$ cat src/rtl/knight_pkg.sv
// ---------------------------------------------------------------------------
// knight_pkg
// Shared definitions for the KnightsTour remote command link.
//   BAUD_DIV_DEFAULT : clocks per UART bit (100 MHz / 19200 baud)
//   POS_ACK          : positive acknowledge response byte
//   asm_state_e      : command assembly states (high byte / low byte)
//   rx_state_e       : 8N1 receiver states
// ---------------------------------------------------------------------------
package knight_pkg;

    localparam int unsigned BAUD_DIV_DEFAULT = 5208;
    localparam logic [7:0]  POS_ACK          = 8'hA5;

    typedef enum logic {
        IDLE,
        WAIT_LO
    } asm_state_e;

    typedef enum logic [1:0] {
        RX_IDLE,
        RX_START,
        RX_DATA,
        RX_STOP
    } rx_state_e;

endpackage

$ cat src/rtl/cmd_uart_phy.sv
// ---------------------------------------------------------------------------
// cmd_uart_phy
// Full-duplex 8N1 byte transceiver, LSB first, BAUD_DIV clocks per bit.
// Ports:
//   clk, rst        : clock, asynchronous active-high reset
//   rx_i            : serial input (asynchronous, idle high)
//   tx_o            : serial output (idle high)
//   tx_data_i       : byte to send, captured on an accepted trmt_i
//   trmt_i          : start transmission (ignored while busy)
//   tx_done_o       : frame fully sent; held until next accepted trmt_i
//   rx_data_o       : last received byte
//   rx_rdy_o        : 1-clk pulse after a valid stop bit
//   rx_frame_err_o  : 1-clk pulse after a stop bit sampled low
//   rx_start_o      : start-bit falling edge detected while idle
//   rx_idle_o       : receiver is idle
// ---------------------------------------------------------------------------
module cmd_uart_phy
    import knight_pkg::*;
#(
    parameter int unsigned BAUD_DIV = BAUD_DIV_DEFAULT
) (
    input  logic       clk,
    input  logic       rst,
    input  logic       rx_i,
    output logic       tx_o,
    input  logic [7:0] tx_data_i,
    input  logic       trmt_i,
    output logic       tx_done_o,
    output logic [7:0] rx_data_o,
    output logic       rx_rdy_o,
    output logic       rx_frame_err_o,
    output logic       rx_start_o,
    output logic       rx_idle_o
);

    localparam int unsigned BW = (BAUD_DIV > 1) ? $clog2(BAUD_DIV) : 1;
    localparam logic [BW-1:0] FULL_M1 = BW'(BAUD_DIV - 1);
    localparam logic [BW-1:0] HALF_M1 = BW'(BAUD_DIV / 2 - 1);

    // ------------------------------------------------------------------ RX
    logic            rx_ff1_q, rx_ff2_q, rx_prev_q;
    rx_state_e       rx_state_q, rx_state_d;
    logic [BW-1:0]   rx_cnt_q, rx_cnt_d;
    logic [2:0]      rx_bit_q, rx_bit_d;
    logic [7:0]      rx_shift_q, rx_shift_d;
    logic            rx_rdy_q, rx_rdy_d;
    logic            rx_ferr_q, rx_ferr_d;
    logic            rx_fall;

    // Edge history resets high, so after reset only a genuine high-to-low
    // transition on the synchronized line can start a frame.
    assign rx_fall = rx_prev_q & ~rx_ff2_q;

    always_ff @(posedge clk or posedge rst) begin
        if (rst) begin
            rx_ff1_q   <= 1'b1;
            rx_ff2_q   <= 1'b1;
            rx_prev_q  <= 1'b1;
            rx_state_q <= RX_IDLE;
            rx_cnt_q   <= '0;
            rx_bit_q   <= '0;
            rx_shift_q <= '0;
            rx_rdy_q   <= 1'b0;
            rx_ferr_q  <= 1'b0;
        end else begin
            rx_ff1_q   <= rx_i;
            rx_ff2_q   <= rx_ff1_q;
            rx_prev_q  <= rx_ff2_q;
            rx_state_q <= rx_state_d;
            rx_cnt_q   <= rx_cnt_d;
            rx_bit_q   <= rx_bit_d;
            rx_shift_q <= rx_shift_d;
            rx_rdy_q   <= rx_rdy_d;
            rx_ferr_q  <= rx_ferr_d;
        end
    end

    always_comb begin
        rx_state_d = rx_state_q;
        rx_cnt_d   = rx_cnt_q;
        rx_bit_d   = rx_bit_q;
        rx_shift_d = rx_shift_q;
        rx_rdy_d   = 1'b0;
        rx_ferr_d  = 1'b0;
        unique case (rx_state_q)
            RX_IDLE: begin
                if (rx_fall) begin
                    rx_state_d = RX_START;
                    rx_cnt_d   = HALF_M1;
                end
            end
            RX_START: begin
                if (rx_cnt_q != '0) begin
                    rx_cnt_d = rx_cnt_q - BW'(1);
                end else if (rx_ff2_q) begin
                    // line back high at mid start bit: glitch, not a frame
                    rx_state_d = RX_IDLE;
                end else begin
                    rx_state_d = RX_DATA;
                    rx_cnt_d   = FULL_M1;
                    rx_bit_d   = '0;
                end
            end
            RX_DATA: begin
                if (rx_cnt_q != '0) begin
                    rx_cnt_d = rx_cnt_q - BW'(1);
                end else begin
                    rx_shift_d = {rx_ff2_q, rx_shift_q[7:1]};
                    rx_cnt_d   = FULL_M1;
                    if (rx_bit_q == 3'd7) begin
                        rx_state_d = RX_STOP;
                    end else begin
                        rx_bit_d = rx_bit_q + 3'd1;
                    end
                end
            end
            RX_STOP: begin
                if (rx_cnt_q != '0) begin
                    rx_cnt_d = rx_cnt_q - BW'(1);
                end else begin
                    rx_state_d = RX_IDLE;
                    rx_rdy_d   = rx_ff2_q;
                    rx_ferr_d  = ~rx_ff2_q;
                end
            end
        endcase
    end

    assign rx_data_o      = rx_shift_q;
    assign rx_rdy_o       = rx_rdy_q;
    assign rx_frame_err_o = rx_ferr_q;
    assign rx_idle_o      = (rx_state_q == RX_IDLE);
    assign rx_start_o     = (rx_state_q == RX_IDLE) && rx_fall;

    // ------------------------------------------------------------------ TX
    logic [9:0]      tx_shift_q;
    logic [BW-1:0]   tx_cnt_q;
    logic [3:0]      tx_bit_q;
    logic            tx_busy_q;
    logic            tx_done_q;

    // Shift register fills with ones, so bit 0 is the line level both while
    // idle and once the stop bit has shifted into place.
    always_ff @(posedge clk or posedge rst) begin
        if (rst) begin
            tx_shift_q <= '1;
            tx_cnt_q   <= '0;
            tx_bit_q   <= '0;
            tx_busy_q  <= 1'b0;
            tx_done_q  <= 1'b0;
        end else if (!tx_busy_q) begin
            if (trmt_i) begin
                tx_shift_q <= {1'b1, tx_data_i, 1'b0};
                tx_cnt_q   <= FULL_M1;
                tx_bit_q   <= '0;
                tx_busy_q  <= 1'b1;
                tx_done_q  <= 1'b0;
            end
        end else if (tx_cnt_q != '0) begin
            tx_cnt_q <= tx_cnt_q - BW'(1);
        end else if (tx_bit_q == 4'd9) begin
            tx_busy_q <= 1'b0;
            tx_done_q <= 1'b1;
        end else begin
            tx_shift_q <= {1'b1, tx_shift_q[9:1]};
            tx_bit_q   <= tx_bit_q + 4'd1;
            tx_cnt_q   <= FULL_M1;
        end
    end

    assign tx_o      = tx_shift_q[0];
    assign tx_done_o = tx_done_q;

endmodule

$ cat src/rtl/cmd_uart_wrapper.sv
// ---------------------------------------------------------------------------
// cmd_uart_wrapper
// Knight-side end of the remote command link. Assembles 16-bit commands from
// two received bytes (high first) and sends 8-bit responses back.
// Ports:
//   clk, rst     : clock, asynchronous active-high reset
//   RX, TX       : serial pins (idle high)
//   cmd          : last assembled command {high, low}
//   cmd_rdy      : new command valid, held until cleared
//   clr_cmd_rdy  : consumer clear pulse for cmd_rdy
//   resp, trmt   : response byte and its send strobe
//   tx_done      : response fully sent, held until next accepted trmt
// ---------------------------------------------------------------------------
module cmd_uart_wrapper
    import knight_pkg::*;
#(
    parameter int unsigned BAUD_DIV = BAUD_DIV_DEFAULT,
    parameter int unsigned TIMEOUT  = 104160
) (
    input  logic        clk,
    input  logic        rst,
    input  logic        RX,
    output logic        TX,
    output logic [15:0] cmd,
    output logic        cmd_rdy,
    input  logic        clr_cmd_rdy,
    input  logic [7:0]  resp,
    input  logic        trmt,
    output logic        tx_done
);

    localparam int unsigned TW = $clog2(TIMEOUT + 1);

    logic [7:0] rx_data;
    logic       rx_rdy, rx_ferr, rx_start, rx_idle;

    cmd_uart_phy #(
        .BAUD_DIV(BAUD_DIV)
    ) u_phy (
        .clk            (clk),
        .rst            (rst),
        .rx_i           (RX),
        .tx_o           (TX),
        .tx_data_i      (resp),
        .trmt_i         (trmt),
        .tx_done_o      (tx_done),
        .rx_data_o      (rx_data),
        .rx_rdy_o       (rx_rdy),
        .rx_frame_err_o (rx_ferr),
        .rx_start_o     (rx_start),
        .rx_idle_o      (rx_idle)
    );

    asm_state_e  state_q, state_d;
    logic [7:0]  hi_q, hi_d;
    logic [TW-1:0] tmo_q, tmo_d;
    logic [15:0] cmd_q, cmd_d;
    logic        cmd_rdy_q, cmd_rdy_d;

    always_ff @(posedge clk or posedge rst) begin
        if (rst) begin
            state_q   <= IDLE;
            hi_q      <= '0;
            tmo_q     <= '0;
            cmd_q     <= '0;
            cmd_rdy_q <= 1'b0;
        end else begin
            state_q   <= state_d;
            hi_q      <= hi_d;
            tmo_q     <= tmo_d;
            cmd_q     <= cmd_d;
            cmd_rdy_q <= cmd_rdy_d;
        end
    end

    // Clears are applied first so that a set later in the block wins.
    always_comb begin
        state_d   = state_q;
        hi_d      = hi_q;
        tmo_d     = tmo_q;
        cmd_d     = cmd_q;
        cmd_rdy_d = cmd_rdy_q;
        if (clr_cmd_rdy) begin
            cmd_rdy_d = 1'b0;
        end
        unique case (state_q)
            IDLE: begin
                if (rx_start) begin
                    cmd_rdy_d = 1'b0;
                end
                if (rx_rdy) begin
                    hi_d    = rx_data;
                    tmo_d   = '0;
                    state_d = WAIT_LO;
                end
            end
            WAIT_LO: begin
                if (rx_rdy) begin
                    cmd_d     = {hi_q, rx_data};
                    cmd_rdy_d = 1'b1;
                    state_d   = IDLE;
                end else if (rx_ferr) begin
                    state_d = IDLE;
                end else if (tmo_q >= TW'(TIMEOUT)) begin
                    state_d = IDLE;
                end else if (rx_idle) begin
                    tmo_d = tmo_q + TW'(1);
                end
            end
        endcase
    end

    assign cmd     = cmd_q;
    assign cmd_rdy = cmd_rdy_q;

endmodule

$ cat config.mk
export PLATFORM = sky130hd
export DESIGN_NAME = cmd_uart_wrapper
export DESIGN_NICKNAME = d
export VERILOG_FILES = /design/src/rtl/knight_pkg.sv /design/src/rtl/cmd_uart_phy.sv /design/src/rtl/cmd_uart_wrapper.sv
export SDC_FILE = /design/constraint.sdc
export NUM_CORES = 1
export LEC_CHECK = 0
export ABC_AREA = 1
export BUFFER_PORTS_ARGS = -buffer_cell sky130_fd_sc_hd__buf_2
export CORE_MARGIN = 3
export CORE_UTILIZATION = 50
export CTS_BUF_LIST = sky130_fd_sc_hd__clkbuf_16
export DETAILED_ROUTE_END_ITERATION = 6
export PLACE_DENSITY = 0.7
export SETUP_SLACK_MARGIN = 0.3
export SLEW_MARGIN = 15
export SYNTH_ARGS = -nofsm -noshare
export SYNTH_HDL_FRONTEND = slang
export SYNTH_SLANG_ARGS = --single-unit
$ cat constraint.sdc
create_clock -name clk -period 3 [get_ports clk]
set_input_delay 0.6 -clock clk [delete_from_list [all_inputs] [get_ports clk]]
set_output_delay 0.6 -clock clk [all_outputs]
set_load 0.03 [all_outputs]
==> results of run 1 <==
==> metal layers <==
layer / GRT usage / vias up / part of all wire
li1: - / 2335 / -
met1: 0.248 / 2177 / 0.47
met2: 0.316 / 52 / 0.49
met3: 0.0388 / 13 / 0.027
met4: 0.0537 / 0 / 0.012
met5: 0 / - / 0
==> cell usage in the layout, fill, tap and decap left out, drive strengths merged, types with 3 or more instances in the layout <==
| master | n |
|---|---|
| nand2 | 212 |
| nor2 | 111 |
| dfrtp | 90 |
| inv | 79 |
| o21ai | 54 |
| nand3 | 46 |
| buf | 34 |
| a21oi | 24 |
| nand4 | 16 |
| ha | 15 |
| dfstp | 12 |
| clkbuf | 9 |
| xor2 | 8 |
| or2 | 8 |
| mux2 | 8 |
| nor3 | 6 |
| o21bai | 3 |
| clkinvlp | 3 |
==> final cells by class <==
cell class,count,area [um2],share of cell area
Clock inverter,7,58.8,0.00950
Multi-Input combinational cell,522,2680,0.433
Timing Repair Buffer,34,190,0.0307
Sequential cell,102,2570,0.415
Tap cell,140,175,0.0283
Clock buffer,9,225,0.0364
Inverter,77,293,0.0473
==> power groups by stage <==
stage | sequential [mW] | clock [mW] | combinational, mW
after floorplan | 1.58 | 0 | 0.830
after CTS | 1.58 | 1.16 | 1.01
after global routing | 1.60 | 1.21 | 1.15
after global placement | 1.60 | 0 | 0.974
after detailed placement | 1.61 | 0 | 1.01
final | 1.58 | 1.12 | 1.01
==> path summary, 6_finish.rpt <==
kind,endpoint,slack [ns],start,cells past startpoint
min in group asynchronous,u_phy.tx_cnt_q[12]$_DFFE_PP0P_,0.37,rst,3
max,tmo_q[10]$_DFFE_PP0P_,0.84,state_q$_DFF_PP0_,6
max in group asynchronous,u_phy.rx_ff2_q$_DFF_PP1_,2.19,rst,3
min reg2reg,u_phy.rx_ff2_q$_DFF_PP1_,0.36,u_phy.rx_ff1_q$_DFF_PP1_,0
min,u_phy.rx_ff1_q$_DFF_PP1_,0.35,RX,1
max reg2reg,tmo_q[10]$_DFFE_PP0P_,0.84,state_q$_DFF_PP0_,6
==> through the flow <==
step	hold WS (ns)	area [um2]	utilization	total power, mW	setup WS [ns]
floorplan	0.345	5620	-	2.41	1.12
global placement	0.347	5910	0.540	2.58	0.968
detailed placement	0.353	5910	0.540	2.62	0.854
CTS	0.331	6190	0.566	3.76	0.829
global route	0.333	6190	0.566	3.96	0.617
finish	0.347	6190	0.566	3.71	0.840
==> kinds of logic after synthesis <==
group	after synthesis	share of synthesized area
compound gates	86	0.0890
simple gates	403	0.323
mux	8	0.0160
fa+ha+maj	15	0.0334
xor+xnor	10	0.0156
buf+inv	90	0.0659
flops	102	0.457
==> state kept, by name, indices dropped and copies added, names as in the netlist, 3 cells and up, named ones only <==
signal	cells
u_phy.tx_bit_q	4
u_phy.rx_bit_q	3
u_phy.rx_data_o	8
u_phy.tx_shift_q	9
u_phy.rx_cnt_q	13
hi_q	8
u_phy.tx_cnt_q	13
cmd	16
tmo_q	17
==> summary.md, run 1 <==
| Metric | Value |
|---|---|
| Boundary Pins | 32 |
| Clk pwr share | 0.302 |
| Status | finished clean |
| Pint | 2.39 mW |
| Remaining global-route overflow | 0 |
| Post-synth top area share | 0.401 |
| Mapped Nets | 742 |
| Detail Route Antenna Nets | 0 |
| Mapped Area | 0.00562 mm2 |
| Routability cong. | 0.910 |
| Period utilization | 0.720 |
| Core Area | 0.0109 mm2 |
| Number of enable flip-flop cells after synthesis | 0 |
| Power Dens Cells | 599 mW/mm2 |
| Routed wire length | 11,100 um |
| Clock Sinks | 102 |
| CP max-delay cell | dfrtp_1 |
| Final clock skew | 0.0112 ns |
| Die width | 112 um |
| Die Y | 112 um |
| Vias in the first global route | 4,409 |
| N_diodes | 0 |
| Initial Utilization | 0.514 |
| Initial antenna violation count | 0 |
| Total GRT Usage | 0.188 |
| FMAX | 463 MHz |
| Primary FF master, synth | dfrtp_1 |
| Post_cts resized | 0 |
| Die Area | 0.0125 mm2 |
| Worst Path Max Fanout | 17 |
| Slew at the pin closest to its max-slew limit | 0.728 ns |
| Crit path cell chain | clkinv_1, ha_1, clkinv_1, nand2_4, nand2_1, nand2_1 |
| DRT iter0 DRCs | 324 |
| Largest net degree at the start of global routing | 103 |
| Arrival time at the worst endpoint | 2.44 ns |
| Yosys cell types | 38 |
| Fin crit period | 2.16 ns |
| Mean area per synthesized cell | 7.87 um2 |
| Share of layout cells above drive strength 1 | 0.152 |
| Global-route wire length before repair | 19,800 um |
| Worst Path Required | 3.28 ns |
| WL/cell | 12.5 um |
| Leading post-synthesis cells by cell area | dfrtp_1 (40%), nand2_1 (13%), nor2_1 (6.7%) |
| Unrepaired setup endpoints after global routing | false |
| Synth area leader | dfrtp_1 |
| DRC | 0 |
| H-tree depth | 3 |
| Number of hold buffers added after CTS | 0 |
| # setup viols final | 0 |
| CP top delay family | buffers and inverters |
| Final setup TNS | 0 ns |
| Clock buffer count from CTS | 9 |
| Slew HR | 0.515 |
| Top-count cell post-synth | nand2_1 |
| Sequential power share | 0.427 |
| Endpoints failing hold | 0 |
| DPL Wire Length | 7930 um |
| Worst setup path class | reg2reg |
| CP bufs+invs | 2 |
| Peak supply drop | 0.000653 V |
| Cell count after synthesis | 714 |
| Via Count | 4,577 |
| Via density | 5.14 |
| Fin cells | 891 |
| Root buffer cell | clkbuf_16 |
| Warnings from Yosys | 0 |
| Post-synthesis sequential area ratio | 0.457 |
| NetSw | 1.32 mW |
| Worst path max stage delay | 0.53 ns |
| Slew Viols, Final | 0 |
| Worst setup EP type | flop |
| Post-synth top cells | nand2_1 (201), nor2_1 (101), dfrtp_1 (90), inv_1 (75), nand3_1 (43) |
| CTS tree | built |
| Lkg Pwr | 3.13 nW |
| Worst skew pair latency | 0.35 ns |
| Row Count | 38 |
| Fillers | 1,027 |
| Net count, final | 774 |
| Comb pwr share | 0.272 |
| IO Port Bufs | 31 |
| 1st-pass router iterations | 4 |
| Startpoint types | flop |
| FF+latch count, synth | 102 |
| FFs w/ async S/R, synth | 1.00 |
| Synthesis-to-finish area growth | 10.2% |
| Min-delay worst type | in2reg |
| Placed cells | 875 |
| MaxCap Viol Count | 0 |
| Post-CTS setup buffer count | 0 |
| CTS max path bufs | 2 |
| Switching Fraction | 0.356 |
| Reg clk slew, reported paths | 0.07 ns |
Note: power is estimated with default switching activity, not from simulation.
==> inputs of run 2 (changes only) <==
==> constraint.sdc (replaced) <==
create_clock -name clk -period 1.9 [get_ports clk]
set_input_delay 0.38 -clock clk [delete_from_list [all_inputs] [get_ports clk]]
set_output_delay 0.38 -clock clk [all_outputs]
set_load 0.03 [all_outputs]
==> summary.md, run 2 (synthesized netlist as in run 1, its figures left out) <==
| Metric | Value |
|---|---|
| Share of layout cells above drive strength 1 | 0.282 |
| DRT iter0 DRCs | 316 |
| Worst setup path class | reg2reg |
| Total GRT Usage | 0.189 |
| Crit path cell chain | nor2_4, nand2_2, nor2_4, o211ai_4, nand2_4, clkinvlp_4, nor2_2, nor2_1 |
| Die Y | 112 um |
| Reg clk slew, reported paths | 0.07 ns |
| FMAX | 612 MHz |
| Unrepaired setup endpoints after global routing | true |
| Via density | 5.12 |
| # setup viols final | 0 |
| CP bufs+invs | 1 |
| Slew Viols, Final | 0 |
| Clock buffer count from CTS | 9 |
| Max reg flops | 17 |
| Slew at the pin closest to its max-slew limit | 0.459 ns |
| CP max-delay cell | dfrtp_2 |
| Detail Route Antenna Nets | 0 |
| Initial Utilization | 0.514 |
| Arrival time at the worst endpoint | 1.88 ns |
| Period utilization | 0.860 |
| Slew HR | 0.694 |
| Via Count | 4,870 |
| CTS tree | built |
| DPL Wire Length | 8120 um |
| Startpoint types | flop |
| R2R depth | 8 |
| Commonest non-fill, non-tap cells in the layout | nand2_1 (192), nor2_1 (89), dfrtp_1 (80) |
| Clock Sinks | 102 |
| Final Cell Area | 0.00693 mm2 |
| Row Count | 38 |
| Initial antenna violation count | 0 |
| Die width | 112 um |
| Fin crit period | 1.63 ns |
| Worst Path Max Fanout | 7 |
| Lkg Pwr | 3.44 nW |
| Largest net degree at the start of global routing | 51 |
| Routed wire length | 12,400 um |
| Status | finished clean |
| Reg2reg end | u_phy.rx_cnt_q[5]$_DFFE_PP0P_ |
| Worst R2R Setup Slack | 0.27 ns |
| Routability cong. | 0.863 |
| Commonest non-fill, non-tap cell in the layout | nand2_1 |
| CP dominant cell by count | nor2_4 |
| Peak supply drop | 0.00113 V |
| Biggest register | tmo_q |
| IO Port Bufs | 31 |
| Placed Area | 0.00599 mm2 |
| Endpoints failing hold | 0 |
| 1st-pass router iterations | 5 |
| Min-delay worst type | in2async |
| Worst skew pair latency | 0.35 ns |
| CTS max path bufs | 2 |
| Synthesis-to-finish area growth | 23.3% |
| CP top delay family | simple AND/OR/NAND/NOR gates |
| N_diodes | 0 |
| Final setup TNS | 0 ns |
| Worst Path Required | 2.15 ns |
| DRC | 0 |
| Worst setup EP type | flop |
| Power Dens Cells | 944 mW/mm2 |
| Net count, final | 834 |
| Global-route wire length before repair | 19,800 um |
| Root buffer cell | clkbuf_16 |
| Boundary Pins | 32 |
| MaxCap Viol Count | 0 |
| Reg2reg start | u_phy.rx_cnt_q[9]$_DFFE_PP0P_ |
| Die Area | 0.0125 mm2 |
| Final clock skew | 0.00730 ns |
| Core Area | 0.0109 mm2 |
| WL/cell | 13.0 um |
| H-tree depth | 3 |
| Worst path max stage delay | 0.44 ns |
| Vias in the first global route | 4,402 |
| Remaining global-route overflow | 0 |
-- run 2: changes by cell type in the layout (fill, tap and decap cells not counted), moves of 3 or more --
cell,change
nor2_2,+5
buf_4,+57
nand2_8,+3
nor2_4,+7
nor2_1,-12
ha_1,-8
ha_4,+5
ha_2,+3
inv_1,-11
nand2_1,-9
nand2_2,+5
inv_2,+7
dfrtp_1,-10
dfrtp_2,+10
-- run 2: power by group --
part | internal [mW] | leakage (nW) | switching, mW
registers | 2.34 | 1.29 | 0.170
logic | 0.815 | 1.99 | 1.28
clock network | 1.05 | 0.154 | 0.885
-- run 2: worst max path at each step --
| stage | from | end | slack [ns] | depth (start not counted) |
|---|---|---|---|---|
| after detailed placement | u_phy.rx_state_q[0]$_DFFE_PP0P_ | u_phy.rx_state_q[0]$_DFFE_PP0P_ | 0.08 | 8 |
| after global placement | u_phy.rx_state_q[0]$_DFFE_PP0P_ | u_phy.rx_state_q[0]$_DFFE_PP0P_ | 0.20 | 8 |
| after global routing | u_phy.rx_cnt_q[8]$_DFFE_PP0P_ | u_phy.rx_cnt_q[5]$_DFFE_PP0P_ | 0.17 | 8 |
| after floorplan | rst | async pin | 0.31 | 1 |
| after CTS | u_phy.tx_cnt_q[1]$_DFFE_PP0P_ | u_phy.tx_cnt_q[9]$_DFFE_PP0P_ | 0.30 | 9 |
| final | u_phy.rx_cnt_q[9]$_DFFE_PP0P_ | u_phy.rx_cnt_q[5]$_DFFE_PP0P_ | 0.27 | 8 |
-- run 2: repair_timing --
item | in CTS | in global routing
setup buffers | 9 | 40
hold buffers | 0 | 0
cloned | 0 | 2
resized for setup | 19 | 55
pin swaps | 4 | 22
endpoints found under the setup margin | 47 | 62
-- run 2: cell type report --
| class | count | area [um2] |
|---|---|---|
| Clock inverter | 7 | 90.1 |
| Inverter | 77 | 305 |
| Multi-Input combinational cell | 524 | 2930 |
| Fill cell | 896 | 4010 |
| Sequential cell | 102 | 2580 |
| Timing Repair Buffer | 92 | 629 |
| Tap cell | 140 | 175 |
| Clock buffer | 9 | 225 |
-- run 2: stage by stage --
step	hold slack [ns]	instances	power [mW]	worst slack, ns	utilization
5_1_grt	0.0669	951	6.93	0.170	0.634
3_5_place_dp	0.349	884	4.15	0.0787	0.548
6_report	0.0405	951	6.54	0.265	0.634
4_1_cts	0.0437	909	6.24	0.302	0.587
2_1_floorplan	0.345	714	3.81	0.311	-
3_3_place_gp	0.346	884	4.09	0.200	0.548
-- run 2: routing by layer --
layer	wire (um)	vias up	global-route usage
met4	160	0	0.0513
met1	5520	2286	0.242
li1	-	2469	-
met3	508	15	0.0518
met2	6200	100	0.320
met5	0	-	0
==> inputs of run 3 (changes only) <==
--- a/config.mk
+++ b/config.mk
@@ -16,4 +16,5 @@
 export SLEW_MARGIN = 15
 export SYNTH_ARGS = -nofsm -noshare
 export SYNTH_HDL_FRONTEND = slang
+export SYNTH_HIERARCHICAL = 1
 export SYNTH_SLANG_ARGS = --single-unit
==> summary.md, run 3 <==
| Metric | Value |
|---|---|
| Global-route wire length before repair | 19,500 um |
| Via density | 5.26 |
| Period utilization | 0.823 |
| Die Y | 111 um |
| Mean area per synthesized cell | 8.06 um2 |
| Post-route worst setup slack | 0.336 ns |
| Die Area | 0.0123 mm2 |
| Top-count cell post-synth | nand2_1 |
| Primary FF master, synth | dfrtp_1 |
| Hold Slack | 0.0324 ns |
| Worst Path Required | 2.15 ns |
| Worst Path Max Fanout | 26 |
| Worst skew pair latency | 0.34 ns |
| Clock Sinks | 102 |
| Post-Synth XOR/XNOR Area | 0.0127 |
| Remaining global-route overflow | 0 |
| Post-synthesis sequential area ratio | 0.466 |
| # setup viols final | 0 |
| Post-Synth Simple-Gate Area | 0.310 |
| Total GRT Usage | 0.187 |
| H-tree depth | 3 |
| Largest family of logic cells by synthesized area | simple AND/OR/NAND/NOR gates |
| Worst setup path class | reg2reg |
| DRT iter0 DRCs | 378 |
| Routability cong. | 0.886 |
| Mapped Area | 0.00551 mm2 |
| Net count, final | 771 |
| DRC | 0 |
| Arrival time at the worst endpoint | 1.81 ns |
| Number of hold buffers added after CTS | 0 |
| Yosys cell types | 38 |
| DPL Wire Length | 7720 um |
| Endpoints failing hold | 0 |
| Placed cells | 845 |
| CP dominant cell by count | nand2_1 |
| Multi-input logic area | 0.00272 mm2 |
| Unrepaired setup endpoints after global routing | true |
| CTS max path bufs | 2 |
| Synth area leader | dfrtp_1 |
| Biggest register | tmo_q |
| Leading post-synthesis cells by cell area | dfrtp_1 (41%), nand2_1 (14%), dfstp_2 (5.7%) |
| Worst setup EP type | flop |
| Largest net degree at the start of global routing | 45 |
| Routed wire length | 11,500 um |
| Fin crit period | 1.56 ns |
| FMAX | 640 MHz |
| WL/cell | 13.0 um |
| Root buffer cell | clkbuf_16 |
| Slew HR | 0.733 |
| Finished Core Util | 0.617 |
| Die width | 111 um |
| FF+latch count, synth | 102 |
| CP top delay family | simple AND/OR/NAND/NOR gates |
| Final Cell Area | 0.00648 mm2 |
| Mux share of post-synthesis cell area | 0.0291 |
| Warnings from Yosys | 6 |
| Worst path max stage delay | 0.41 ns |
| Synthesis-to-finish area growth | 17.7% |
| Status | finished clean |
| Initial Utilization | 0.524 |
| CP max-delay cell | dfrtp_1 |
| Post-synth top area share | 0.409 |
| Reg clk slew, reported paths | 0.07 ns |
| CTS tree | built |
| CP Launch Point | u_phy/tx_cnt_q[6]$_DFFE_PP0P_ |
| Final clock skew | 0.00656 ns |
| Max reg flops | 17 |
| Reg2reg start | u_phy/tx_cnt_q[6]$_DFFE_PP0P_ |
| Row Count | 37 |
| Fin cells | 886 |
| Compound-Gate Fraction of Synth Area | 0.0813 |
| IO Port Bufs | 31 |
| N_diodes | 0 |
| Share of layout cells above drive strength 1 | 0.247 |
| MaxCap Viol Count | 0 |
| Boundary Pins | 32 |
| Startpoint types | flop |
| Via Count | 4,663 |
| Crit path cell chain | nor2_1, nand2_1, nor2_2, nand2_2, nand2_4, nand2_8, nand2_1, nand2_1, o21ai_1 |
| Post-Synth Adder-Cell Area | 0.0295 |
| Final setup TNS | 0 ns |
| Slew Viols, Final | 0 |
| 1st-pass router iterations | 6 |
| Slew at the pin closest to its max-slew limit | 0.399 ns |
| Clock buffer count from CTS | 9 |
| Mapped Nets | 709 |
| Tot Pwr | 6.52 mW |
| Core Area | 0.0105 mm2 |
| Commonest non-fill, non-tap cells in the layout | nand2_1 (202), dfrtp_1 (89), inv_1 (58) |
| Post-synth top cells | nand2_1 (207), dfrtp_1 (90), inv_1 (65), nor2_1 (60), nand3_1 (56) |
| Detail Route Antenna Nets | 0 |
| CP bufs+invs | 0 |
| Pre-CTS setup slack | 0.102 ns |
| Number of enable flip-flop cells after synthesis | 0 |
| Lkg Pwr | 3.19 nW |
| Placed Area | 0.00582 mm2 |
| Min-delay worst type | in2async |
| Fillers | 887 |
| Peak supply drop | 0.000570 V |
| Initial antenna violation count | 0 |
| Power Dens Cells | 1010 mW/mm2 |
| Cell count after synthesis | 683 |
| Vias in the first global route | 4,380 |
| Register Area | 0.00257 mm2 |
| Commonest non-fill, non-tap cell in the layout | nand2_1 |
| FFs w/ async S/R, synth | 1.00 |
run 3: what timing repair did:
| action | CTS | global route |
|---|---|---|
| gates resized for setup | 9 | 48 |
| pin swaps | 4 | 14 |
| setup buffers | 8 | 16 |
| cloned | 0 | 1 |
| endpoints found under the setup margin | 31 | 53 |
run 3: where the power goes:
group / leakage (nW) / total [mW] / internal (mW) / switching [mW]
registers: 1.30 / 2.54 / 2.35 / 0.185
logic: 1.74 / 2.20 / 0.856 / 1.35
clock network: 0.151 / 1.79 / 1.01 / 0.780
total: 3.19 / 6.52 / 4.21 / 2.31
run 3: layout make-up:
cell class,instances,share of cell area
Multi-Input combinational cell,491,0.419
Sequential cell,102,0.396
Timing Repair Buffer,66,0.0695
Inverter,74,0.0446
Clock buffer,9,0.0347
Tap cell,136,0.0262
Clock inverter,7,0.00907
Timing Repair inverter,1,0.000965
run 3: cell families (layout without fill, tap and decap cells):
| family | count (synthesis) | after routing |
|---|---|---|
| AND/OR/NAND/NOR | 379 | 379 |
| flip-flops | 102 | 102 |
| buffers and inverters | 90 | 157 |
| AO/OA/AOI/OAI | 76 | 76 |
| multiplexers | 15 | 15 |
| adder cells (fa/ha/maj) | 13 | 13 |
| XOR/XNOR | 8 | 8 |
run 3: path summary, 6_finish.rpt:
check	end	slack, ns	cells past startpoint
min in group clk	u_phy/rx_ff1_q$_DFF_PP1_	0.14	1
max in group asynchronous	tmo_q[10]$_DFFE_PP0P_	1.23	4
hold reg to reg	u_phy/rx_ff2_q$_DFF_PP1_	0.36	0
setup reg to reg	u_phy/tx_cnt_q[10]$_DFFE_PP0P_	0.34	9
hold / removal	u_phy/tx_cnt_q[8]$_DFFE_PP0P_	0.03	2
setup / recovery	u_phy/tx_cnt_q[10]$_DFFE_PP0P_	0.34	9
run 3: routing by layer:
layer	vias to the layer above	wire, um	GRT usage
li1	2325	-	-
met1	2242	5590	0.256
met2	85	5450	0.303
met3	11	343	0.0246
met4	0	153	0.0706
met5	-	0	0
